--- src/rtl/kf_frame_sched.sv ---
// kf_frame_sched: frame scheduler in front of top_kf.
// Buffers measurement pairs in a small FIFO and launches one Kalman frame per
// measurement. It captures X_post when a frame completes and presents it on a
// single-slot valid/ready output. A frame that never reports done is trapped
// in a terminal error state.
module kf_frame_sched #(
    parameter int N       = 16,
    parameter int DEPTH   = 4,
    parameter int TIMEOUT = 40
) (
    input  logic         clk,
    input  logic         rst_n,
    input  logic         enable,
    input  logic         meas_valid,
    output logic         meas_ready,
    input  logic [N-1:0] meas_z00,
    input  logic [N-1:0] meas_z10,
    output logic         kf_start,
    output logic [N-1:0] kf_z00,
    output logic [N-1:0] kf_z10,
    input  logic         kf_done,
    input  logic [N-1:0] kf_x00,
    input  logic [N-1:0] kf_x10,
    output logic         est_valid,
    input  logic         est_ready,
    output logic [N-1:0] est_x00,
    output logic [N-1:0] est_x10,
    output logic [15:0]  frame_cnt,
    output logic         busy,
    output logic         err_timeout
);

    localparam int AW = $clog2(DEPTH);
    localparam int TW = $clog2(TIMEOUT + 1);

    localparam logic [2:0] ST_IDLE   = 3'd0;
    localparam logic [2:0] ST_LAUNCH = 3'd1;
    localparam logic [2:0] ST_RUN    = 3'd2;
    localparam logic [2:0] ST_GAP    = 3'd3;
    localparam logic [2:0] ST_ERR    = 3'd4;

    localparam logic [AW:0]   CNT_ZERO = (AW + 1)'(0);
    localparam logic [AW:0]   CNT_ONE  = (AW + 1)'(1);
    localparam logic [AW:0]   CNT_FULL = (AW + 1)'(DEPTH);
    localparam logic [AW-1:0] PTR_ONE  = AW'(1);
    localparam logic [TW-1:0] TMR_ZERO = TW'(0);
    localparam logic [TW-1:0] TMR_ONE  = TW'(1);
    localparam logic [TW-1:0] TMR_LAST = TW'(TIMEOUT - 1);

    logic [2:0]    state_r;
    logic [2:0]    state_nxt_s;
    logic [N-1:0]  mem_z00_r [DEPTH];
    logic [N-1:0]  mem_z10_r [DEPTH];
    logic [AW-1:0] wr_ptr_r;
    logic [AW-1:0] rd_ptr_r;
    logic [AW:0]   count_r;
    logic [AW:0]   count_nxt_s;
    logic [TW-1:0] timer_r;
    logic          push_s;
    logic          pop_s;
    logic          done_s;
    logic          tmo_s;

    // FSM next-state decode; also flags the pop, frame completion and timeout events.
    always_comb begin
        state_nxt_s = state_r;
        pop_s       = 1'b0;
        done_s      = 1'b0;
        tmo_s       = 1'b0;
        case (state_r)
            ST_IDLE: begin
                // Single output slot: a new frame waits until the previous estimate is taken.
                if (enable && (count_r != CNT_ZERO) && !est_valid) begin
                    pop_s       = 1'b1;
                    state_nxt_s = ST_LAUNCH;
                end else begin
                    state_nxt_s = ST_IDLE;
                end
            end
            ST_LAUNCH: begin
                state_nxt_s = ST_RUN;
            end
            ST_RUN: begin
                if (kf_done) begin
                    done_s      = 1'b1;
                    state_nxt_s = ST_GAP;
                end else if (timer_r == TMR_LAST) begin
                    tmo_s       = 1'b1;
                    state_nxt_s = ST_ERR;
                end else begin
                    state_nxt_s = ST_RUN;
                end
            end
            ST_GAP: begin
                // top_kf drops its running flag one cycle after done.
                state_nxt_s = ST_IDLE;
            end
            ST_ERR: begin
                state_nxt_s = ST_ERR;
            end
            default: begin
                state_nxt_s = ST_IDLE;
            end
        endcase
    end

    // FIFO occupancy update: a simultaneous push and pop leaves the count unchanged.
    always_comb begin
        push_s      = meas_valid && meas_ready;
        count_nxt_s = count_r;
        case ({push_s, pop_s})
            2'b10:   count_nxt_s = count_r + CNT_ONE;
            2'b01:   count_nxt_s = count_r - CNT_ONE;
            default: count_nxt_s = count_r;
        endcase
    end

    // FIFO storage: written on accepted push only, so a full FIFO is never overwritten.
    always_ff @(posedge clk) begin
        if (push_s) begin
            mem_z00_r[wr_ptr_r] <= meas_z00;
            mem_z10_r[wr_ptr_r] <= meas_z10;
        end else begin
            mem_z00_r[wr_ptr_r] <= mem_z00_r[wr_ptr_r];
            mem_z10_r[wr_ptr_r] <= mem_z10_r[wr_ptr_r];
        end
    end

    // FIFO pointers and count; pointers wrap naturally since DEPTH is a power of two.
    always_ff @(posedge clk) begin
        if (!rst_n) begin
            wr_ptr_r <= {AW{1'b0}};
            rd_ptr_r <= {AW{1'b0}};
            count_r  <= CNT_ZERO;
        end else begin
            if (push_s) begin
                wr_ptr_r <= wr_ptr_r + PTR_ONE;
            end else begin
                wr_ptr_r <= wr_ptr_r;
            end
            if (pop_s) begin
                rd_ptr_r <= rd_ptr_r + PTR_ONE;
            end else begin
                rd_ptr_r <= rd_ptr_r;
            end
            count_r <= count_nxt_s;
        end
    end

    // State register, frame watchdog timer and the registered status outputs.
    always_ff @(posedge clk) begin
        if (!rst_n) begin
            state_r     <= ST_IDLE;
            timer_r     <= TMR_ZERO;
            meas_ready  <= 1'b0;
            kf_start    <= 1'b0;
            busy        <= 1'b0;
            err_timeout <= 1'b0;
        end else begin
            state_r <= state_nxt_s;
            if (state_r == ST_LAUNCH) begin
                timer_r <= TMR_ZERO;
            end else if (state_r == ST_RUN) begin
                timer_r <= timer_r + TMR_ONE;
            end else begin
                timer_r <= timer_r;
            end
            // Outputs are derived from next-state values so they line up with the state.
            meas_ready  <= (count_nxt_s != CNT_FULL) && (state_nxt_s != ST_ERR);
            kf_start    <= (state_nxt_s == ST_LAUNCH);
            busy        <= (state_nxt_s == ST_LAUNCH) || (state_nxt_s == ST_RUN) ||
                           (state_nxt_s == ST_GAP);
            err_timeout <= err_timeout || tmo_s;
        end
    end

    // Measurement presented to top_kf: loaded at launch, held until the next launch.
    always_ff @(posedge clk) begin
        if (!rst_n) begin
            kf_z00 <= {N{1'b0}};
            kf_z10 <= {N{1'b0}};
        end else if (pop_s) begin
            kf_z00 <= mem_z00_r[rd_ptr_r];
            kf_z10 <= mem_z10_r[rd_ptr_r];
        end else begin
            kf_z00 <= kf_z00;
            kf_z10 <= kf_z10;
        end
    end

    // Estimate slot and completed-frame counter; kf_done outside RUN never reaches done_s.
    always_ff @(posedge clk) begin
        if (!rst_n) begin
            est_valid <= 1'b0;
            est_x00   <= {N{1'b0}};
            est_x10   <= {N{1'b0}};
            frame_cnt <= 16'd0;
        end else begin
            if (done_s) begin
                est_valid <= 1'b1;
                est_x00   <= kf_x00;
                est_x10   <= kf_x10;
                frame_cnt <= frame_cnt + 16'd1;
            end else if (est_valid && est_ready) begin
                est_valid <= 1'b0;
                est_x00   <= est_x00;
                est_x10   <= est_x10;
                frame_cnt <= frame_cnt;
            end else begin
                est_valid <= est_valid;
                est_x00   <= est_x00;
                est_x10   <= est_x10;
                frame_cnt <= frame_cnt;
            end
        end
    end

endmodule

--- config.mk ---
export PLATFORM = sky130hd
export DESIGN_NAME = kf_frame_sched
export DESIGN_NICKNAME = d
export VERILOG_FILES = /design/src/rtl/kf_frame_sched.sv
export SDC_FILE = /design/constraint.sdc
export NUM_CORES = 1
export LEC_CHECK = 0
export ABC_CLOCK_PERIOD_IN_PS = 4500
export BUFFER_PORTS_ARGS = -buffer_cell sky130_fd_sc_hd__buf_2
export CAP_MARGIN = 20
export CORE_MARGIN = 4
export CORE_UTILIZATION = 50
export CTS_CLUSTER_DIAMETER = 50
export DETAILED_ROUTE_END_ITERATION = 6
export PLACE_DENSITY = 0.8
export SYNTH_ARGS = -nofsm -noshare
export SYNTH_HDL_FRONTEND = slang
export SYNTH_SLANG_ARGS = --single-unit
--- constraint.sdc ---
create_clock -name clk -period 4.5 [get_ports clk]
set_input_delay 0.225 -clock clk [delete_from_list [all_inputs] [get_ports clk]]
set_output_delay 0.225 -clock clk [all_outputs]
set_load 0.02 [all_outputs]
==> metrics list, run 1 <==
- Fin Clk Skew: 0.0251 ns
* Busiest metal layer after global routing: met2
* Family of cells with the greatest summed delay on the critical path: adder cells
- After clock tree synthesis, the setup repair step added 0 buffers.
- The die covers 19300 sq um.
- Ports: 155
- The tool flagged a number of max-cap violations equal to 0.
- First-pass GRT wire length: 30500 um
- Dividing total power by cell area gives a power density of 519 nW/um^2.
- Highest achievable clock rate: 384 MHz
* Leak pwr: 4.18 nW
- Maximum number of pins on one net before global-route repair: 55
- Worst-case vdd ir drop: 420 uV
- The finished cells cover 11000 sq um.
- Setup Viol. Count Final: 0
* Number of nets in the synthesized netlist: 711
- For flop-to-flop paths, the worst setup slack is 1.90 ns.
- For the pin with the worst max-slew slack, the measured transition is 0.904 ns.
- Number of antenna violations at the first check in global routing: 0
- Dividing the detail-routed via count by the number of cells gives 5.18.
- Measured along the y axis, the die boundary spans 139 um.
* Cell count after placement: 978
- Total of buffers placed on input and output ports: 154
* Number of DRC markers in iteration 0: 385
- GR Util met3: 4.10%
* Final Core Density: 66.1%
- Final nets: 930
- Warnings from Yosys: 0
- In this run the critical register-to-register path is captured at meas_ready$_SDFF_PN0_.
* CTS hold repair buffers: 66
- Total power of the final layout: 5.71 mW
* Number of distinct library cell variants in the gate-level netlist after synthesis: 45
- Buffers from clock root to sink, at most: 3
* Worst Setup End Kind: register
- The critical path contains buffers and inverters numbering 2 combined.
* Launch instance of the worst register-to-register path: state_r[0]$_SDFF_PN0_
- Die Width: 139 um
* Number of flops mapped to enable cells by yosys: 128
- Sum Neg Setup Slack: 0 ns
* Critical path depth in cells: 9
* CTS H-tree lvls: 1
- The cell area that synthesis handed to floorplanning was 8550 sq um.
- Synth Register Bits: 229
- Final standard cell count with taps included and fillers excluded: 1092
* Initial core utilization: 51.4%
- Proportion of synthesized chip area in sequential cells: 68.6%
- Final estimated routing congestion in global placement: 0.773
- Leaving out fill and tap cells, the most frequent cell in the layout is sky130_fd_sc_hd__buf_2.
- The floorplan step defined a core boundary enclosing 16600 sq um.
- TritonCTS built the clock tree.
* Startpoint of the most critical setup path: state_r[0]$_SDFF_PN0_
- Layout overhead on the synthesized area: 28.7%
- Post-route worst hold slack: 0.113 ns
- The final count of hold timing violations is 0.
- Following the worst setup path forward leads to its endpoint at meas_ready$_SDFF_PN0_.
- Leaving out fill and tap cells, the most frequent cells in the layout are sky130_fd_sc_hd__buf_2 (154), sky130_fd_sc_hd__nand2_1 (148), sky130_fd_sc_hd__edfxtp_1 (128).
- In the final layout, the share of cells above drive strength 1 is 29.1%.
* Worst rel slew slack: 39.6%
- Subtracting the final worst setup slack from the clock period gives 2.60 ns.
- The routed layout has 5660 vias.
* Average wire per cell in the routed design: 17.2 um
* Post_cts resized: 0
* Crit path arrival time: 3.01 ns
- The path class of the tightest hold or removal check is in -> reg.
* Run status: finished clean
- Cell type of the slowest stage on the worst timing path: sky130_fd_sc_hd__fa_1
- The number of slew-limit violations in the final report was 0.
- Clock tree synthesis inserted a total of 26 buffers.
- Clk Tree Root Cell: sky130_fd_sc_hd__clkbuf_16
- For the worst-skew pair, the clock arrives at the later sink with an insertion delay of 0.52 ns.
- Ordered cell list for the critical path: nor4_2 > nand3_2 > inv_4 > ha_1 > inv_1 > fa_1 > xor2_1 > xnor2_1 > a311oi_1
- The worst hold path passes through 2 cells.
- The via count of the first global-routing pass is 5792.
- For met2 alone, demand over resource in global routing was 33.4%.
- The most used flip-flop cell after synthesis is sky130_fd_sc_hd__edfxtp_1.
- GRT met1 Usage: 25.0%
- After legalization and detailed placement, the total HPWL measured 10500 um.
* WL final: 18700 um
- Counting cells, the worst reg-to-reg path comes to 9.
- For the worst setup path, the data required time is 4.90 ns.
* PnR worst setup slack: 1.90 ns
- The pre-antenna-repair detailed-routing pass consisted of 5 iterations.
- Share of flip-flops with an asynchronous set or reset after synthesis: 0%
- Timing analysis after detailed placement gives a worst setup slack of 1.88 ns.
- Routed Antenna Nets: 0
* Number of design rule violations left after detail routing: 0
* Critical path fanouts, max: 35
- Syn avg cell area: 13.5 sq um
- Post-synthesis cell count: 633
* Clk slew on worst S/H paths: 0.06 ns
- Summed over all layers, the global routing overflow is 0.
* Startpoint class of the critical path: register
* Placement Cell Area: 9470 sq um
* CP max stage delay: 0.37 ns
* Combined global-route utilization of all metal layers: 19.2%
- CTS sink cnt: 229
- Row generation in the floorplan step produced 47 rows.
* Antenna diode instance count: 0
- Type of the worst setup path: reg -> reg
* Fraction of the cycle the final worst path needs: 57.9%
- Setup repair after global routing left no endpoint under its margin.
## worst min path at each step
stage | startpoint | endpoint | slack, ns
after floorplan | meas_z00[0] | mem_z00_r[0][0]$_DFFE_PP_ | 0.32
after global placement | est_x10[0]$_SDFFE_PN0P_ | est_x10[0]$_SDFFE_PN0P_ | 0.44
after detailed placement | est_x00[15]$_SDFFE_PN0P_ | est_x00[15]$_SDFFE_PN0P_ | 0.44
after CTS | rst_n | busy$_SDFF_PN0_ | 0.08
after global routing | enable | rd_ptr_r[1]$_SDFFE_PN0P_ | 0.12
final | rst_n | busy$_SDFF_PN0_ | 0.11
## layer usage
layer | share of wire (%) | vias to the layer above
met5 | 0 | -
met2 | 50 | 206
met4 | 1.9 | 0
li1 | - | 2713
met1 | 41 | 2712
met3 | 6.9 | 29
## state kept, by name, indices dropped and copies added (netlist names), 2 cells and up
signal,flops
count_r,3
est_x00,16
est_x10,16
frame_cnt,16
kf_z00,16
kf_z10,16
mem_z00_r,64
mem_z10_r,64
rd_ptr_r,2
state_r,3
timer_r,6
wr_ptr_r,2
## cell families after synthesis
group | synth area share, %
xor gates and xnor gates | 1.95
muxes | 9.25
buffers and inverters | 2.40
and+or+nand+nor | 11.7
AOI/OAI and AO/OA | 4.83
DFF | 68.6
adders and majority gates | 1.26
## power breakdown
group	internal [mW]	switching, mW	leakage (nW)
combinational	0.479	0.659	1.77
sequential	2.40	0.110	1.98
clock	1.20	0.864	0.427
## Yosys cell counts, types with 9 or more instances
cell type	number	share of area (%)
sky130_fd_sc_hd__a21oi_1	71	4.2
sky130_fd_sc_hd__buf_2	12	0.70
sky130_fd_sc_hd__clkbuf_1	12	0.53
sky130_fd_sc_hd__dfxtp_1	101	24
sky130_fd_sc_hd__edfxtp_1	128	45
sky130_fd_sc_hd__mux4_2	32	8.4
sky130_fd_sc_hd__nand2_1	148	6.5
sky130_fd_sc_hd__nor2_1	22	0.97
sky130_fd_sc_hd__xnor2_1	10	1.0
sky130_fd_sc_hd__xor2_1	9	0.92
## worst reg2reg max path, stage by stage (launching register included)
cell and delay [ns]:
sky130_fd_sc_hd__dfxtp_1 0.36, sky130_fd_sc_hd__nor4_2 0.35, sky130_fd_sc_hd__nand3_2 0.15, sky130_fd_sc_hd__inv_4 0.35
sky130_fd_sc_hd__ha_1 0.26, sky130_fd_sc_hd__inv_1 0.06, sky130_fd_sc_hd__fa_1 0.37, sky130_fd_sc_hd__xor2_1 0.23
sky130_fd_sc_hd__xnor2_1 0.10, sky130_fd_sc_hd__a311oi_1 0.28
## layout make-up
type,count,area (sq um)
clock inverter,20,185
tap,220,275
fill,1148,5640
multi-input combinational,362,2490
inverter,9,36.3
sequential,229,5870
clock buffer,28,689
timing repair buffer,224,1460
No activity file was read; power rests on OpenSTA's default activity.
==> run 2: changes to the inputs <==
--- a/config.mk
+++ b/config.mk
@@ -5,14 +5,15 @@
 export SDC_FILE = /design/constraint.sdc
 export NUM_CORES = 1
 export LEC_CHECK = 0
-export ABC_CLOCK_PERIOD_IN_PS = 4500
+export ABC_AREA = 1
+export ABC_CLOCK_PERIOD_IN_PS = 2190
 export BUFFER_PORTS_ARGS = -buffer_cell sky130_fd_sc_hd__buf_2
 export CAP_MARGIN = 20
 export CORE_MARGIN = 4
 export CORE_UTILIZATION = 50
 export CTS_CLUSTER_DIAMETER = 50
 export DETAILED_ROUTE_END_ITERATION = 6
-export PLACE_DENSITY = 0.8
+export PLACE_DENSITY = 0.82
 export SYNTH_ARGS = -nofsm -noshare
 export SYNTH_HDL_FRONTEND = slang
 export SYNTH_SLANG_ARGS = --single-unit
==> constraint.sdc (replaced) <==
create_clock -name clk -period 2.19 [get_ports clk]
set_input_delay 0.1095 -clock clk [delete_from_list [all_inputs] [get_ports clk]]
set_output_delay 0.1095 -clock clk [all_outputs]
set_load 0.02 [all_outputs]
==> metrics list, run 2 <==
- The power per cell area was 1070 nW/um^2 (was 519 nW/um^2).
- The number of vias in the routed layout was 6830 (was 5660).
- Clk Tree Root Cell: sky130_fd_sc_hd__clkbuf_16 (unchanged)
* Fraction of the cycle the final worst path needs: 88.5% (was 57.9%)
- The upper clock frequency limit came to 516 MHz (was 384 MHz).
- The height of the die is 140 um (was 139 um).
* Most frequent cells after synthesis: sky130_fd_sc_hd__nor2_1 (160), sky130_fd_sc_hd__edfxtp_1 (128), sky130_fd_sc_hd__nand2_1 (107) (was sky130_fd_sc_hd__nand2_1 (148), sky130_fd_sc_hd__edfxtp_1 (128), sky130_fd_sc_hd__dfxtp_1 (101))
- Unrepaired setup endpoints after global routing: false (unchanged)
* Logic depth of the worst register-to-register path: 11 (was 9)
- Worst path required time: 2.58 ns (was 4.90 ns)
* Detailed-placement wirelength estimate: 12100 um (was 10500 um)
- Latest clock arrival within the worst-skew pair: 0.50 ns (was 0.52 ns)
- Cell count of the worst hold path: 4 (was 2)
- Vias in the first global route: 6698 (was 5792)
- Pre-CTS setup slack: 0.274 ns (was 1.88 ns)
- Routed Antenna Nets: 0 (unchanged)
- The first-iteration detailed-routing DRC count was 506 (was 385).
- The mean routed wirelength per cell is 16.4 um (was 17.2 um).
- Number of slew-limit violations in the final report: 0 (unchanged)
* Std-Cell Core Area: 16800 sq um (was 16600 sq um)
- The arrival time of data at the critical path endpoint was 2.33 ns (was 3.01 ns).
- The number of flip-flops and latches in the synthesized netlist is 229 (unchanged).
- Type of the worst setup path: reg -> reg (unchanged)
- The hold slack came to 0.122 ns (was 0.113 ns).
* Warnings from Yosys: 0 (unchanged)
* Remaining global-route overflow: 0 (unchanged)
- Hold worst-path end: frame_cnt[15]$_SDFFE_PN0P_ (was busy$_SDFF_PN0_)
- Layout overhead on the synthesized area: 27.5% (was 28.7%)
* Final count of hold timing violations: 0 (unchanged)
- The width of the chip came to 140 um (was 139 um).
- The share of layout cells above drive strength 1 is 21.0% (was 29.1%).
- Most used cells in the layout excluding fill and tap cells: sky130_fd_sc_hd__nor2_1 (156), sky130_fd_sc_hd__buf_2 (154), sky130_fd_sc_hd__edfxtp_1 (128) (was sky130_fd_sc_hd__buf_2 (154), sky130_fd_sc_hd__nand2_1 (148), sky130_fd_sc_hd__edfxtp_1 (128)).
- Proportion of synthesized chip area in sequential cells: 67.4% (was 68.6%)
* Least-Margin Pin Slew: 0.807 ns (was 0.904 ns)
- Total of buffers placed on input and output ports: 154 (unchanged)
- Clk slew on worst S/H paths: 0.06 ns (about the same)
- Run status: finished clean (unchanged)
- The I/O pin total came to 155 (unchanged).
* Origin of the worst min-delay path: rst_n (unchanged)
* Final nets: 1130 (was 930)
- The shortest clock period the worst path allows after layout came to 1.94 ns (was 2.60 ns).
- Worst-case vdd ir drop: 733 uV (was 420 uV)
* Leading register cell type out of synthesis: sky130_fd_sc_hd__edfxtp_1 (unchanged)
* Proportion of netlist area held by the largest area contributor: 44.2% (was 45.0%)
- The slowest cell on the critical path is sky130_fd_sc_hd__fa_1 (unchanged).
* Commonest non-fill, non-tap cell in the layout: sky130_fd_sc_hd__nor2_1 (was sky130_fd_sc_hd__buf_2)
- Final Core Density: 65.9% (was 66.1%)
- Number of buffers created by CTS: 24 (was 26)
- The global placer's final weighted congestion was 0.815 (was 0.773).
* Fin Clk Skew: 0.0124 ns (was 0.0251 ns)
- Die Footprint: 19600 sq um (was 19300 sq um)
- Cell with the most instances after synthesis: sky130_fd_sc_hd__nor2_1 (was sky130_fd_sc_hd__nand2_1)
- The starting density of the core is 51.7% (was 51.4%).
- The element type at the critical path start was a register (unchanged).
* Slack of the worst reg-to-reg path: 0.25 ns (was 1.90 ns)
* CTS H-tree lvls: 1 (unchanged)
- The gate count of the mapped netlist came to 826 (was 633).
* PnR worst setup slack: 0.252 ns (was 1.90 ns)
- The via count normalized by instance count is 5.29 (was 5.18).
* Number of design rule violations left after detail routing: 0 (unchanged)
* Type of the most critical hold path: in -> reg (unchanged)
- The remaining max-slew budget at the tightest pin is 46.2% (was 39.6%).
* Maximum number of pins on one net before global-route repair: 47 (was 55)
- Number of nets in the synthesized netlist: 904 (was 711)
- The destination of the worst register-to-register timing path is meas_ready$_SDFF_PN0_ (unchanged).
* Number of distinct library cell variants in the gate-level netlist after synthesis: 32 (was 45)
* Row count: 47 (unchanged)
- Worst Setup End Kind: register (unchanged)
- Combined global-route utilization of all metal layers: 20.8% (was 19.2%)
* Share of flip-flops with an asynchronous set or reset after synthesis: 0% (unchanged)
- Post_cts resized: 0 (unchanged)
- CTS sink cnt: 229 (unchanged)
* CP max stage delay: 0.48 ns (was 0.37 ns)
* CTS tree: yes (unchanged)
- The first-pass GRT wire length came to 33600 um (was 30500 um).
* Max-capacitance violation count: 0 (unchanged)
* Number of antenna violations at the first check in global routing: 1 (was 0)
- Ordered cell list for the critical path: nor2_4 > nand3_2 > nor2_4 > ha_1 > inv_1 > fa_1 > nand2_1 > o21ai_0 > nand2_1 > nor2_1 > nor2_1 (was nor4_2 > nand3_2 > inv_4 > ha_1 > inv_1 > fa_1 > xor2_1 > xnor2_1 > a311oi_1).
* Setup Viol. Count Final: 0 (unchanged)
- The maximum net fanout on the critical path is 3 (was 35).
- The cell leakage power is 4.36 nW (was 4.18 nW).
- Library cell occupying the most area in the post-synthesis netlist: sky130_fd_sc_hd__edfxtp_1 (unchanged)
* Synth Cell Area: 8700 sq um (was 8550 sq um)
- The mean cell area of the mapped netlist is 10.5 sq um (was 13.5 sq um).
* CTS hold repair buffers: 66 (unchanged)
- The maximum clock path buffer count was 3 (unchanged).
* Number of flops mapped to enable cells by yosys: 128 (unchanged)
- The iteration count of the initial detailed-routing pass came to 5 (unchanged).
- The buffers inserted during post-CTS setup optimization came to 0 (unchanged).
- The startpoint of the worst register-to-register path is state_r[0]$_SDFF_PN0_ (unchanged).
- Largest registers: mem_z00_r (64), mem_z10_r (64) (unchanged)
* Leading post-synthesis cells by cell area: sky130_fd_sc_hd__edfxtp_1 (44%), sky130_fd_sc_hd__dfxtp_1 (23%), sky130_fd_sc_hd__nor2_1 (6.9%), sky130_fd_sc_hd__o21ai_0 (5.4%), sky130_fd_sc_hd__nand2_1 (4.6%) (was sky130_fd_sc_hd__edfxtp_1 (45%), sky130_fd_sc_hd__dfxtp_1 (24%), sky130_fd_sc_hd__mux4_2 (8.4%), sky130_fd_sc_hd__nand2_1 (6.5%), sky130_fd_sc_hd__a21oi_1 (4.2%))
- The wire length reported by the detailed router is 21100 um (was 18700 um).
-- run 2: cell types whose count changed in the layout (fill, tap and decap cells not counted), sizes merged, moves of 19 or more --
cell,before,now
buf,158,177
inv,14,46
mux4,32,0
nand2,148,107
nor2,22,164
o21ai,3,109
o22ai,0,32
-- run 2: cells by family (layout without fill, tap and decap cells) --
| family | after synthesis | in the layout | synth area share, % |
|---|---|---|---|
| xor+xnor | 2 | 2 | 0.201 |
| buf+inv | 85 | 329 | 4.90 |
| flops | 229 | 229 | 67.4 |
| fa+ha+maj | 8 | 8 | 1.24 |
| compound gates | 200 | 200 | 12.1 |
| other cells | 0 | 1 | 0 |
| simple gates | 302 | 302 | 14.2 |
-- run 2: how the worst max path moves through the flow --
stage	start	end
3_3_place_gp	state_r[0]$_SDFF_PN0_	meas_ready$_SDFF_PN0_
3_5_place_dp	state_r[0]$_SDFF_PN0_	meas_ready$_SDFF_PN0_
2_1_floorplan	meas_ready$_SDFF_PN0_	mem_z00_r[0][0]$_DFFE_PP_
4_1_cts	state_r[0]$_SDFF_PN0_	meas_ready$_SDFF_PN0_
5_1_grt	count_r[1]$_SDFF_PN0_	meas_ready$_SDFF_PN0_
6_report	state_r[0]$_SDFF_PN0_	meas_ready$_SDFF_PN0_
-- run 2: through the flow --
step | setup TNS (ns) | cells | total power, mW | cell area (sq um)
finish | 0 | 1291 | 11.8 | 11100
global placement | 0 | 1180 | 7.89 | 9680
global route | 0 | 1291 | 12.4 | 11100
floorplan | -31.38 | 826 | 7.21 | 8700
CTS | 0 | 1290 | 11.9 | 11100
detailed placement | 0 | 1180 | 7.98 | 9680
-- run 2: area by class of cell --
cell class,instances,area (sq um)
fill,1185,5730
tap,220,275
inverter,42,160
multi-input combinational,512,2440
clock buffer,36,687
clock inverter,8,57.6
timing repair buffer,243,1600
antenna,1,2.50
sequential,229,5870
-- run 2: routing by layer --
metal	global-route usage, %	wire [um]	vias up
met5	0	0	-
met4	7.24	596	0
met3	3.92	1500	46
met2	36.2	10600	268
met1	26.2	8490	3221
li1	-	-	3295
-- run 2: worst max-delay path: cells and delay by family (launching register included) --
| kind | cells | cell delay [ns] |
|---|---|---|
| simple gates | 7 | 0.66 |
| buf+inv | 1 | 0.06 |
| compound gates | 1 | 0.12 |
| fa+ha+maj | 2 | 0.64 |
| flops | 1 | 0.34 |
-- run 2: where the power goes --
group          switching [mW]  internal (mW)  total [mW]
registers               0.247           5.02        5.27
logic                    1.85          0.907        2.76
clock network            1.61           2.19        3.80
total                    3.71           8.13        11.8
==> run 3: changes to the inputs <==
--- a/config.mk
+++ b/config.mk
@@ -7,13 +7,13 @@
 export LEC_CHECK = 0
 export ABC_AREA = 1
 export ABC_CLOCK_PERIOD_IN_PS = 2190
-export BUFFER_PORTS_ARGS = -buffer_cell sky130_fd_sc_hd__buf_2
 export CAP_MARGIN = 20
 export CORE_MARGIN = 4
 export CORE_UTILIZATION = 50
 export CTS_CLUSTER_DIAMETER = 50
 export DETAILED_ROUTE_END_ITERATION = 6
-export PLACE_DENSITY = 0.82
+export DONT_BUFFER_PORTS = 1
+export PLACE_DENSITY = 0.75
 export SYNTH_ARGS = -nofsm -noshare
 export SYNTH_HDL_FRONTEND = slang
 export SYNTH_SLANG_ARGS = --single-unit
==> constraint.sdc (replaced) <==
create_clock -name clk -period 2.19 [get_ports clk]
set_input_delay 0.438 -clock clk [delete_from_list [all_inputs] [get_ports clk]]
set_output_delay 0.438 -clock clk [all_outputs]
set_load 0.02 [all_outputs]
==> metrics list, run 3 (synthesis gave the netlist of run 2 again) <==
* Run status: finished clean (unchanged)
- Most used cells in the layout excluding fill and tap cells: sky130_fd_sc_hd__nor2_1 (156), sky130_fd_sc_hd__edfxtp_1 (128), sky130_fd_sc_hd__nand2_1 (107) (was sky130_fd_sc_hd__nor2_1 (156), sky130_fd_sc_hd__buf_2 (154), sky130_fd_sc_hd__edfxtp_1 (128)).
* Critical path fanouts, max: 3 (unchanged)
- The beginning of the worst hold path was meas_z00[12] (was rst_n).
- The worst-case hold path end point is mem_z00_r[0][12]$_DFFE_PP_ (was frame_cnt[15]$_SDFFE_PN0P_).
- Layout overhead on the synthesized area: 16.8% (was 27.5%)
- The critical path data required time is 2.59 ns (was 2.58 ns).
- The first-iteration detailed-routing DRC count is 307 (was 506).
- The clock sink count was 229 (unchanged).
- Maximum number of pins on one net before global-route repair: 66 (was 47)
* Post_cts resized: 0 (unchanged)
- Combined global-route utilization of all metal layers: 19.1% (was 20.8%)
- The CTS clock-pin slew for the worst setup and hold paths was 0.06 ns (about the same).
* Logic depth of the worst register-to-register path: 12 (was 11)
- The net count reported at finish is 939 (was 1130).
- Remaining global-route overflow: 0 (unchanged)
* Type of the most critical hold path: in -> reg (unchanged)
* Max-capacitance violation count: 0 (unchanged)
* Die Width: 140 um (unchanged)
- Buffers from clock root to sink, at most: 3 (unchanged)
- The element type at the critical path start is a register (unchanged).
- The upper clock frequency limit is 523 MHz (was 516 MHz).
- Number of slew-limit violations in the final report: 0 (unchanged)
* FF+latch area: 5870 sq um (unchanged)
- Clk Tree Root Cell: sky130_fd_sc_hd__clkbuf_16 (unchanged)
- Antenna diode instance count: 0 (was 1)
- The shortest clock period the worst path allows after layout came to 1.91 ns (was 1.94 ns).
- Row count: 47 (unchanged)
- The capturing element type of the critical path is a register (unchanged).
- Number of detailed-route iterations in the first pass: 5 (unchanged)
- Chip height: 140 um (unchanged)
- The via count normalized by instance count is 5.31 (was 5.29).
- Fillers: 1361 (was 1185)
- The starting density of the core was 51.7% (unchanged).
- The startpoint of the worst register-to-register path is state_r[0]$_SDFF_PN0_ (unchanged).
- The final cycle utilization of the critical path was 87.4% (was 88.5%).
- The arrival time of data at the critical path endpoint came to 2.32 ns (was 2.33 ns).
- First-pass GRT wire length: 30600 um (was 33600 um)
- The total power was 12.0 mW (was 11.8 mW).
- The wire length reported by the detailed router is 18900 um (was 21100 um).
- Fin Clk Skew: 0.0220 ns (was 0.0124 ns)
- Std-Cell Core Area: 16800 sq um (unchanged)
- The share of layout cells above drive strength 1 is 8.52% (was 21.0%).
- Worst rel slew slack: 57.5% (was 46.2%)
* Commonest non-fill, non-tap cell in the layout: sky130_fd_sc_hd__nor2_1 (unchanged)
- The number of antenna violations at the first check in global routing was 0 (was 1).
* Sum Neg Setup Slack: 0 ns (unchanged)
- Routed Antenna Nets: 0 (unchanged)
- Number of buffers created by CTS: 26 (was 24)
* Ports: 155 (unchanged)
- Slack of the worst reg-to-reg path: 0.28 ns (was 0.25 ns)
- CTS H-tree lvls: 1 (unchanged)
- Routed vias: 5846 (was 6830)
- The transition at the pin with the smallest max-transition slack is 0.637 ns (was 0.807 ns).
- The power per cell area is 1180 nW/um^2 (was 1070 nW/um^2).
- The mean routed wirelength per cell came to 17.2 um (was 16.4 um).
- Type of the worst setup path: reg -> reg (unchanged)
- Vias in the first global route: 5859 (was 6698)
* Latest clock arrival within the worst-skew pair: 0.52 ns (was 0.50 ns)
- Unrepaired setup endpoints after global routing: false (unchanged)
- The count of input and output buffers was 0 (was 154).
* Setup Viol. Count Final: 0 (unchanged)
* Pre-CTS setup slack: 0.260 ns (was 0.274 ns)
* Detailed-placement wirelength estimate: 11000 um (was 12100 um)
- Number of design rule violations left after detail routing: 0 (unchanged)
* Largest registers: mem_z00_r (64), mem_z10_r (64) (unchanged)
- Final estimated routing congestion in global placement: 0.792 (was 0.815)
* Area of combinational cells with multiple inputs: 2440 sq um (unchanged)
- PnR worst setup slack: 0.277 ns (was 0.252 ns)
- The worst ir drop on vdd is 927 uV (was 733 uV).
- The clock tree from TritonCTS is yes (unchanged).
- The final count of hold timing violations is 0 (unchanged).
- Cell count of the worst hold path: 0 (was 4)
- Endpoint of the worst register-to-register path: meas_ready$_SDFF_PN0_ (unchanged)
* Leak pwr: 3.56 nW (was 4.36 nW)
* Die Footprint: 19600 sq um (unchanged)
==> run 3: cell types whose count changed in the layout (fill, tap and decap cells not counted), moves of 2 or more <==
| cell | delta |
|---|---|
| sky130_fd_sc_hd__dlygate4sd3_1 | -34 |
| sky130_fd_sc_hd__clkinv_1 | -2 |
| sky130_fd_sc_hd__buf_2 | -154 |
| sky130_fd_sc_hd__buf_4 | -10 |
| sky130_fd_sc_hd__buf_12 | +5 |
| sky130_fd_sc_hd__bufinv_16 | +2 |
| sky130_fd_sc_hd__inv_8 | -2 |
| sky130_fd_sc_hd__clkbuf_1 | -4 |
| sky130_fd_sc_hd__inv_6 | +2 |
| sky130_fd_sc_hd__clkbuf_16 | +4 |
==> run 3: worst max-delay path, cell delays in order, from the launching register on <==
cell and delay [ns]:
sky130_fd_sc_hd__dfxtp_1 0.35, sky130_fd_sc_hd__nor2_4 0.14, sky130_fd_sc_hd__nand3_2 0.10, sky130_fd_sc_hd__nor2_4 0.10, sky130_fd_sc_hd__ha_1 0.16, sky130_fd_sc_hd__inv_1 0.07, sky130_fd_sc_hd__fa_1 0.40, sky130_fd_sc_hd__nand2_1 0.08
sky130_fd_sc_hd__nand3_1 0.09, sky130_fd_sc_hd__xnor2_1 0.14, sky130_fd_sc_hd__inv_1 0.06, sky130_fd_sc_hd__nor2_1 0.08, sky130_fd_sc_hd__nor2_1 0.04
==> run 3: layout make-up <==
cell class,instances,share of cell area (%)
Tap cell,220,2.71
Inverter,42,1.58
Multi-Input combinational cell,512,24.0
Clock buffer,37,7.73
Sequential cell,229,57.7
Timing Repair Buffer,50,5.10
Clock inverter,10,1.16
==> run 3: per-layer routing <==
layer  wire [um]  part of all wire, %  track usage (%)
met3        1790                  9.5             4.77
met4         322                  1.7             6.02
met2        9140                   48             31.6
met5           0                    0                0
met1        7620                   40             24.9
==> run 3: power by group <==
group          leakage [nW]  switching [mW]  total, mW  internal, mW
registers              1.98           0.669       5.70          5.03
clock network         0.443            1.68       4.42          2.75
logic                  1.13            1.27       1.91         0.636
==> run 3: how the worst max path moves through the flow <==
stage                           from                   endpoint  cells past startpoint
6_report       state_r[0]$_SDFF_PN0_      meas_ready$_SDFF_PN0_                     12
3_5_place_dp   state_r[0]$_SDFF_PN0_      meas_ready$_SDFF_PN0_                     13
5_1_grt        state_r[1]$_SDFF_PN0_      meas_ready$_SDFF_PN0_                     13
3_3_place_gp   state_r[1]$_SDFF_PN0_      meas_ready$_SDFF_PN0_                     12
2_1_floorplan  meas_ready$_SDFF_PN0_  mem_z00_r[0][0]$_DFFE_PP_                      2
4_1_cts        state_r[0]$_SDFF_PN0_      meas_ready$_SDFF_PN0_                     13
==> run 3: stage by stage <==
step	cell area, sq um	util [%]	cells	hold WS, ns
6_report	10200	60.4	1100	0.0278
5_1_grt	10200	60.4	1100	0.0000631
4_1_cts	10200	60.4	1100	0.0000182
3_5_place_dp	8940	53.1	1021	0.471
3_3_place_gp	8940	53.1	1021	0.467
2_1_floorplan	8700	-	826	0.453
==> run 3: timing repair <==
| item | in CTS | in global routing |
|---|---|---|
| buffers inserted | 0 | 0 |
| hold endpoints to repair | 113 | 0 |
| hold buffers | 32 | 0 |
